`config.mk`:
```
export PLATFORM = sky130hd
export DESIGN_NAME = l2_response_receiver
export DESIGN_NICKNAME = d
export VERILOG_FILES = /design/src/rtl/l2_response_receiver.sv
export SDC_FILE = /design/constraint.sdc
export NUM_CORES = 2
export LEC_CHECK = 0
export ABC_CLOCK_PERIOD_IN_PS = 20300
export BUFFER_PORTS_ARGS = -buffer_cell sky130_fd_sc_hd__buf_2
export CAP_MARGIN = 20
export CORE_MARGIN = 2
export CORE_UTILIZATION = 50
export DETAILED_ROUTE_END_ITERATION = 7
export GPL_TIMING_DRIVEN = 0
export PLACE_DENSITY = 0.76
export RECOVER_POWER = 50
export SKIP_CTS_REPAIR_TIMING = 1
export SLEW_MARGIN = 40
export SYNTH_ARGS = -nofsm -noshare
export SYNTH_HDL_FRONTEND = slang
export SYNTH_SLANG_ARGS = --single-unit
```
`constraint.sdc`:
```
create_clock -name clk -period 20.3 [get_ports clk]
set_input_delay 1.015 -clock clk [delete_from_list [all_inputs] [get_ports clk]]
set_output_delay 1.015 -clock clk [all_outputs]
set_load 0.1 [all_outputs]
```
`src/rtl/l2_response_receiver.sv`:
```
// L2 response receiver: filters L2 responses for this core, queues them in a 4-entry FIFO and
// replays each as L1 data/tag writes plus a completion notice. L2RSP_RX_STATS_EN adds counters.
package l2_response_receiver_pkg;
    localparam int CORE_INDEX_WIDTH = 2;
    localparam int NUM_CORES        = 1 << CORE_INDEX_WIDTH;

    typedef enum logic [1:0] {
        LOAD_ACK    = 2'd0,
        STORE_ACK   = 2'd1,
        DINVALIDATE = 2'd2,
        IINVALIDATE = 2'd3
    } l2rsp_op_t;

    typedef struct packed {
        logic                        valid;
        logic [CORE_INDEX_WIDTH-1:0] core;
        l2rsp_op_t                   op;
        logic [1:0]                  unit;
        logic [1:0]                  strand;
        logic                        status;
        logic [25:0]                 address;
        logic [NUM_CORES*2-1:0]      way;
        logic [NUM_CORES-1:0]        update;
        logic [511:0]                data;
    } l2rsp_packet_t;
endpackage

module l2_response_receiver
    import l2_response_receiver_pkg::*;
(
    input  logic                        clk,
    input  logic                        reset,
    input  logic [CORE_INDEX_WIDTH-1:0] core_id,
    input  l2rsp_packet_t               l2rsp_packet,
    output logic                        l1_wr_en,
    output logic [1:0]                  l1_wr_unit,
    output logic [1:0]                  l1_wr_way,
    output logic [5:0]                  l1_wr_set,
    output logic [1:0]                  l1_wr_beat,
    output logic [127:0]                l1_wr_data,
    output logic                        l1_tag_wr_en,
    output logic                        l1_tag_valid,
    output logic [19:0]                 l1_tag,
    output logic                        done_valid,
    output logic [1:0]                  done_unit,
    output logic [1:0]                  done_strand,
    output logic                        done_status,
    output logic [1:0]                  done_op,
    output logic                        fifo_overflow
`ifdef L2RSP_RX_STATS_EN
    ,
    output logic [31:0]                 stat_accepted,
    output logic [31:0]                 stat_dropped
`endif
);
    localparam int FIFO_DEPTH = 4;

    typedef struct packed {
        l2rsp_op_t    op;
        logic [1:0]   unit;
        logic [1:0]   strand;
        logic         status;
        logic [25:0]  address;
        logic [1:0]   way;
        logic         update;
        logic [511:0] data;
        logic         notify;
    } rx_entry_t;

    typedef enum logic [1:0] {IDLE, DATA, TAG, NOTIFY} state_t;

    state_t     state, state_next;
    rx_entry_t  fifo_mem [FIFO_DEPTH];
    rx_entry_t  cur, head, incoming;
    logic [1:0] wr_ptr, rd_ptr, beat;
    logic [2:0] count;
    logic       own, upd, push_req, notify_in, push, pop, full, drop;

    function automatic logic has_data(input rx_entry_t e);
        return (e.op == LOAD_ACK) || (e.op == STORE_ACK && e.update);
    endfunction

    // First stage after the data beats (or after the pop when there are none).
    function automatic state_t after_data(input rx_entry_t e);
        if (e.op != STORE_ACK) return TAG;
        else if (e.notify)     return NOTIFY;
        else                   return IDLE;
    endfunction

    assign own = (l2rsp_packet.core == core_id);
    assign upd = l2rsp_packet.update[core_id];

    always_comb begin
        push_req  = 1'b0;
        notify_in = 1'b0;
        if (l2rsp_packet.valid) begin
            case (l2rsp_packet.op)
                LOAD_ACK:    begin push_req = own;       notify_in = own; end
                STORE_ACK:   begin push_req = own | upd; notify_in = own; end
                DINVALIDATE: push_req = upd;
                IINVALIDATE: push_req = 1'b1;
                default:     push_req = 1'b0;
            endcase
        end
    end

    always_comb begin
        incoming.op      = l2rsp_packet.op;
        incoming.unit    = (l2rsp_packet.op == IINVALIDATE) ? 2'd0 : l2rsp_packet.unit;
        incoming.strand  = l2rsp_packet.strand;
        incoming.status  = l2rsp_packet.status;
        incoming.address = l2rsp_packet.address;
        incoming.way     = l2rsp_packet.way[{core_id, 1'b0} +: 2];
        incoming.update  = upd;
        incoming.data    = l2rsp_packet.data;
        incoming.notify  = notify_in;
    end

    // A full FIFO still accepts when the FSM pops in the same cycle.
    assign head = fifo_mem[rd_ptr];
    assign full = (count == 3'(FIFO_DEPTH));
    assign pop  = (state == IDLE) && (count != 3'd0);
    assign push = push_req && (!full || pop);
    assign drop = push_req && !push;

    always_ff @(posedge clk or posedge reset) begin
        if (reset) begin
            wr_ptr        <= 2'd0;
            rd_ptr        <= 2'd0;
            count         <= 3'd0;
            fifo_overflow <= 1'b0;
        end else begin
            if (push) wr_ptr <= wr_ptr + 2'd1;
            if (pop)  rd_ptr <= rd_ptr + 2'd1;
            count <= count + {2'b0, push} - {2'b0, pop};
            if (drop) fifo_overflow <= 1'b1;
        end
    end

    always_ff @(posedge clk) begin
        if (push) fifo_mem[wr_ptr] <= incoming;
    end

    always_ff @(posedge clk or posedge reset) begin
        if (reset) begin
            state <= IDLE;
            cur   <= '0;
            beat  <= 2'd0;
        end else begin
            state <= state_next;
            if (pop) cur <= head;
            beat <= (state == DATA) ? beat + 2'd1 : 2'd0;
        end
    end

    always_comb begin
        state_next   = state;
        l1_wr_en     = 1'b0;
        l1_wr_unit   = 2'd0;
        l1_wr_way    = 2'd0;
        l1_wr_set    = 6'd0;
        l1_wr_beat   = 2'd0;
        l1_wr_data   = '0;
        l1_tag_wr_en = 1'b0;
        l1_tag_valid = 1'b0;
        l1_tag       = 20'd0;
        done_valid   = 1'b0;
        done_unit    = 2'd0;
        done_strand  = 2'd0;
        done_status  = 1'b0;
        done_op      = 2'd0;
        case (state)
            IDLE: begin
                if (pop) state_next = has_data(head) ? DATA : after_data(head);
            end
            DATA: begin
                l1_wr_en   = 1'b1;
                l1_wr_unit = cur.unit;
                l1_wr_way  = cur.way;
                l1_wr_set  = cur.address[5:0];
                l1_wr_beat = beat;
                l1_wr_data = cur.data[{beat, 7'd0} +: 128];
                if (beat == 2'd3) state_next = after_data(cur);
            end
            TAG: begin
                l1_tag_wr_en = 1'b1;
                l1_wr_unit   = cur.unit;
                l1_wr_way    = cur.way;
                l1_wr_set    = cur.address[5:0];
                l1_tag       = cur.address[25:6];
                l1_tag_valid = (cur.op == LOAD_ACK);
                state_next   = cur.notify ? NOTIFY : IDLE;
            end
            NOTIFY: begin
                done_valid  = 1'b1;
                done_unit   = cur.unit;
                done_strand = cur.strand;
                done_status = cur.status;
                done_op     = cur.op;
                state_next  = IDLE;
            end
            default: state_next = IDLE;
        endcase
    end

`ifdef L2RSP_RX_STATS_EN
    always_ff @(posedge clk or posedge reset) begin
        if (reset) begin
            stat_accepted <= 32'd0;
            stat_dropped  <= 32'd0;
        end else begin
            if (push) stat_accepted <= stat_accepted + 32'd1;
            if (drop) stat_dropped  <= stat_dropped + 32'd1;
        end
    end
`endif

endmodule
```
Word level (Yosys, flattened, before mapping)
Memories as Yosys holds them, arrays and structs flattened.
Index checks and enable logic that the tools add are counted.
- bits in registers: 560
- bits in latches: 0
- bits in writable memories: 2196
- bits in read-only memories: 0
- input bits: 564
- output and inout bits: 172
- word-level logic and storage cells: 86
- memories: 1
- add/sub/neg operators: 5
- $mul: 0
- div/mod/pow operators: 0
- magnitude comparators: 1
- eq/ne operators: 14
- shift-type cells: 2
- mux-type cells: 32
- bitwise operators: 1
- reductions and logical operators: 16
- memories (memory ; words ; bits a word ; read ports ; clocked after memory_dff ; write ports ; RTL line ; source):
    fifo_mem ; 4 ; 549 ; 1 ; 0 ; 1 ; 73 ; rx_entry_t fifo_mem [FIFO_DEPTH];
- operator list (operator ; number):
    $shiftx A512 B10 Y128 ; 1
    $mux W128 ; 1
    $mux W2 ; 15
    $mux W20 ; 1
    $mux W1 ; 11
    $eq A2 B2 Y1 const B ; 5
    $logic_not A2 Y1 ; 4
    $pmux W2 S4 ; 1
    $shiftx A8 B4 Y2 ; 1
    $add A2 B1 Y2 const B ; 3
    $eq A2 B1 Y1 const B ; 3
    $mux W6 ; 1
    $ne A2 B1 Y1 const B ; 3
    $logic_and A1 B1 Y1 ; 4
    $pmux W1 S4 ; 1
    $reduce_or A2 Y1 ; 2
    $add A3 B1 Y3 ; 1
    $eq A3 B3 Y1 const B ; 1
    $lt A2 B3 Y1 const B ; 1
    $reduce_bool A3 Y1 ; 1
    $sub A3 B1 Y3 ; 1
    $bmux W1 S2 ; 1
    $eq A2 B2 Y1 ; 1
    $logic_not A1 Y1 ; 2
    other kinds (4) ; 5

Longest topological paths before layout
- depth after elaboration: 8
- gate-level depth with buffers: 14
- mapped depth without buffers: 13

Least setup slack after synthesis
No wires, ideal clock.
- path kind: input to register
- start: input core_id[0]
- end: memory fifo_mem[0][0] in the netlist's numbering (enable)
- setup time: 685 ps
- arrival time: 8216 ps
- slack: 11399 ps
- cell stages on the path: 4
- path buffers: 0
- cells stage by stage: mux4_2 maj3_2 o21a_4 and2_2
- cells in the longest elaborated chain, start to end: 8
- elaborated cells between the ends (all ways): 9
- RTL lines (element ; RTL line ; source):
    start: declaration ; 33 ; input logic [CORE_INDEX_WIDTH-1:0] core_id,
    $bmux W1 S2 ; 91 ; assign upd = l2rsp_packet.update[core_id];
    $mux W1 (not written as such) ; 91 ;
    $or A1 B1 Y1 ; 99 ; STORE_ACK: begin push_req = own | upd; notify_in = own; end
    $pmux W1 S4 (*) ; 97 ; case (l2rsp_packet.op)
    $mux W1 (*) ; 96 ; if (l2rsp_packet.valid) begin
    $logic_and A1 B1 Y1 (*) ; 123 ; assign push = push_req && (!full || pop);
    $mux W1 (*) ; 141 ; if (push) fifo_mem[wr_ptr] <= incoming;
    $mux W1 (not written as such) (*) ; 141 ;
    end: declaration ; 73 ;
Every way passes the cells marked *; elsewhere a longest branch is shown, timed or not. The select of a mux whose other input is x is not followed.

==> flow_results.xml <==
<?xml version="1.0" encoding="UTF-8"?>
<metrics>
  <group name="grt">
    <metric name="grt_use_met2" unit="">0.4138</metric>
    <metric name="number_of_global_route_vias_before_repair" unit="">57640</metric>
    <metric name="grt_pass1_wl" unit="um">397000</metric>
    <metric name="antenna_violations_before_repair" unit="">181</metric>
    <metric name="grt_use_met3" unit="">0.06675</metric>
    <metric name="grt.total_usage" unit="">0.2630</metric>
    <metric name="grt_busiest_layer" unit="">met2</metric>
    <metric name="use_met1" unit="">0.3363</metric>
    <metric name="grt_start_max_net_pins" unit="">71</metric>
    <metric name="grt_overflow_total" unit="">0</metric>
  </group>
  <group name="power">
    <metric name="power_density" unit="nW/um^2">159.5</metric>
    <metric name="leakage" unit="nW">44.32</metric>
    <metric name="worst_ir_drop_vdd" unit="V">0.0001398</metric>
  </group>
  <group name="placement">
    <metric name="placement.setup.worst_slack" unit="ns">15.60</metric>
    <metric name="globalplace.congestion" unit="">0.8456</metric>
    <metric name="postPlaceCellArea" unit="sq um">113700</metric>
    <metric name="io_buffer_count" unit="">735</metric>
    <metric name="hpwl" unit="um">190700</metric>
  </group>
  <group name="clock_network">
    <metric name="cts_tree" unit="">done</metric>
    <metric name="cts.clk_slew.worst_paths" unit="ns">0.07</metric>
    <metric name="clockBufferDepth" unit="">4</metric>
    <metric name="cts_root_buf" unit="">clkbuf_16</metric>
    <metric name="cts-buffers-inserted" unit="">293</metric>
    <metric name="clk-insertion-delay-late" unit="ns">0.95</metric>
    <metric name="h-tree-depth" unit="">5</metric>
    <metric name="clkSinkCount" unit="">2756</metric>
  </group>
  <group name="routing">
    <metric name="route.vias.total" unit="">56750</metric>
    <metric name="detail_route.wl_per_cell" unit="um">28.56</metric>
    <metric name="drcViolationCount" unit="">0</metric>
    <metric name="routed_via_density" unit="">5.762</metric>
    <metric name="detail_route.first_pass.iterations" unit="">5</metric>
    <metric name="antenna_violating_nets_post_route" unit="">0</metric>
    <metric name="initialDrtViolationCount" unit="">5570</metric>
    <metric name="routed_wirelength" unit="um">281300</metric>
  </group>
  <group name="final_layout">
    <metric name="nFillCells" unit="">14830</metric>
    <metric name="layout.nets" unit="">7309</metric>
    <metric name="area.growth.synth_to_final" unit="%">17.39</metric>
    <metric name="post_route_design_area" unit="sq um">122400</metric>
    <metric name="final_layout_size_suffix_gt1_frac" unit="">0.2174</metric>
  </group>
  <group name="status">
    <metric name="result_of_the_run" unit="">finished, violations left</metric>
    <metric name="failed_checks" unit="">max-capacitance violations, max-slew violations</metric>
  </group>
  <group name="worst_setup_path">
    <metric name="critical_path.startpoint_type" unit="">primary input</metric>
    <metric name="timing.critical_path.cells" unit="">buf_2 -&gt; clkinvlp_2 -&gt; clkbuf_1 -&gt; clkbuf_1 -&gt; clkbuf_1</metric>
    <metric name="worstPathBufferInverterCount" unit="">5</metric>
    <metric name="path_common_cell" unit="">clkbuf_1</metric>
    <metric name="path_class" unit="">primary input to asynchronous set/reset pin</metric>
    <metric name="cp_slowest_stage_delay" unit="ns">2.93</metric>
    <metric name="cp_top_family" unit="">buffers and inverters</metric>
    <metric name="cp-end-kind" unit="">asynchronous set/reset pin</metric>
    <metric name="worst-endpoint-required" unit="ns">20.47</metric>
    <metric name="arrival_time_worst_endpoint" unit="ns">10.24</metric>
    <metric name="timing.critical_path.fanout_max" unit="">70</metric>
    <metric name="timing.critical_path.slowest_stage_cell" unit="">clkbuf_1</metric>
  </group>
  <group name="floorplanning">
    <metric name="die_width" unit="um">460.6</metric>
    <metric name="initial_utilization" unit="">0.5034</metric>
    <metric name="core_region_area" unit="sq um">207100</metric>
    <metric name="die_area" unit="sq um">212100</metric>
    <metric name="ioPinCount" unit="">736</metric>
    <metric name="floorplan.rows" unit="">167</metric>
    <metric name="fp.dieH" unit="um">460.6</metric>
  </group>
  <group name="yosys">
    <metric name="synth.avg_cell_area" unit="sq um">18.61</metric>
    <metric name="seq_area_frac_synth" unit="">0.7671</metric>
    <metric name="yosys_register_bits" unit="">2756</metric>
    <metric name="syn_nets" unit="">6178</metric>
    <metric name="asyncSetResetFlopFracSynth" unit="">0.2032</metric>
    <metric name="synthesis.area" unit="sq um">104200</metric>
    <metric name="dominantRegCellSynth" unit="">edfxtp_1</metric>
    <metric name="synth_warnings" unit="">0</metric>
    <metric name="synth.distinct_cells" unit="">37</metric>
    <metric name="synth-edff-count" unit="">2196</metric>
    <metric name="netlist_instances" unit="">5602</metric>
  </group>
  <group name="timing">
    <metric name="final_cycle_utilization_of_the_critical_path" unit="">0.4962</metric>
    <metric name="clock-skew-final" unit="ns">0.07760</metric>
    <metric name="final-max-slew-violation-count" unit="">651</metric>
    <metric name="rsz0062_at_grt" unit="">false</metric>
    <metric name="setup_viol" unit="">0</metric>
    <metric name="final_critical_path_setup_slack" unit="ns">10.23</metric>
    <metric name="tightestPinTransition" unit="ns">4.224</metric>
    <metric name="final_hold_vio_count" unit="">0</metric>
    <metric name="slew-limit-headroom" unit="">-1.816</metric>
    <metric name="achievable_freq" unit="MHz">99.28</metric>
    <metric name="timing.final.crit_period" unit="ns">10.07</metric>
  </group>
  <group name="min_path">
    <metric name="holdCritPathClass" unit="">primary input to asynchronous set/reset pin</metric>
  </group>
  <group name="run">
    <metric name="max_cap_viol_count" unit="">14</metric>
  </group>
</metrics>
## metrics by stage
step	hold slack (ns)	util	cells	TNS, ns	total power, mW
2_1_floorplan	0.4380	-	5602	0	12.22
3_3_place_gp	0.4512	0.5380	9125	-2547.25	14.36
3_5_place_dp	0.4568	0.5489	9226	0	14.38
4_1_cts	-0.02325	0.5942	9735	0	19.68
5_1_grt	0.2897	0.5905	9809	0	20.31
6_report	0.2719	0.5909	9849	0	19.52
## final cells by class
class	count	area, sq um	area share
Clock inverter	120	1252	0.01024
Clock buffer	389	8124	0.06639
Multi-Input combinational cell	2544	23000	0.1879
Tap cell	2788	3488	0.02851
Antenna cell	114	285.3	0.002331
Timing Repair Buffer	836	4931	0.04030
Sequential cell	2756	79960	0.6534
Buffer	290	1285	0.01050
Inverter	12	46.29	0.0003783
## cells by family after synthesis
logic type | count (synthesis) | synth area share
XOR/XNOR | 7 | 0.0005882
AO/OA/AOI/OAI | 13 | 0.0008883
AND/OR/NAND/NOR | 1829 | 0.07045
flip-flops | 2756 | 0.7671
adder cells (fa/ha/maj) | 13 | 0.001620
multiplexers | 682 | 0.1472
buffers and inverters | 302 | 0.01212
## cells in the final DEF, fill, tap and decap left out, types with 3 or more instances in the layout
cell	n
buf_1	10
clkbuf_4	10
mux4_2	678
nor2b_1	3
clkinv_1	33
clkinv_2	38
clkbuf_8	24
bufinv_16	23
clkbuf_1	762
inv_1	11
clkbuf_2	16
clkinv_4	5
clkbuf_16	302
edfxtp_1	2196
buf_2	299
xnor2_1	5
buf_12	79
clkinvlp_4	11
and2_0	5
ha_1	11
and2_1	168
inv_6	6
buf_16	11
diode_2	114
nand2_1	1642
dfrtp_1	560
## synthesized netlist by cell type (3+ instances only)
master / instances / area [sq um]
and2_2: 4 / 30.03
nor2b_1: 3 / 18.77
dfrtp_1: 560 / 14010
buf_1: 17 / 63.81
inv_1: 12 / 45.04
nand2_1: 1642 / 6163
buf_2: 104 / 520.5
edfxtp_1: 2196 / 65940
xnor2_1: 5 / 43.79
and2_1: 169 / 1057
mux4_2: 678 / 15270
clkbuf_1: 169 / 634.4
ha_1: 11 / 137.6
## state kept, by name (all words and copies together), names as in the netlist
signal and count:
count 3, cur 548, rd_ptr 2, fifo_overflow 1, state 2, fifo_mem 2196, wr_ptr 2, beat 2
## layer usage
metal	wire length, um	vias to the layer above
li1	-	23620
met5	524	-
met4	15860	86
met2	136100	2747
met1	103300	29600
met3	25420	702
## final timing paths
check                                     startpoint                          to  slack, ns  cells past startpoint
worst max-delay path                           reset        cur[313]$_DFFE_PP0P_      10.23                      5
max in group clk                state[1]$_DFFE_PP0P_             l1_wr_data[116]      13.41                      8
min in group clk                   l2rsp_packet[444]  fifo_mem[3][445]$_DFFE_PP_       0.32                      1
worst max register to register  state[0]$_DFFE_PP0P_  fifo_mem[3][108]$_DFFE_PP_      15.40                     11
worst min register to register  cur[231]$_DFFE_PP0P_        cur[231]$_DFFE_PP0P_       0.47                      2
worst min-delay path                           reset        cur[104]$_DFFE_PP0P_       0.27                      2
## where the power goes
part           total [mW]  internal [mW]  switching (mW)
clock                5.26           3.10            2.15
combinational        6.47           2.26            4.21
sequential           7.79           7.30           0.496
total                19.5           12.7            6.85
No activity file was read; power rests on OpenSTA's default activity.
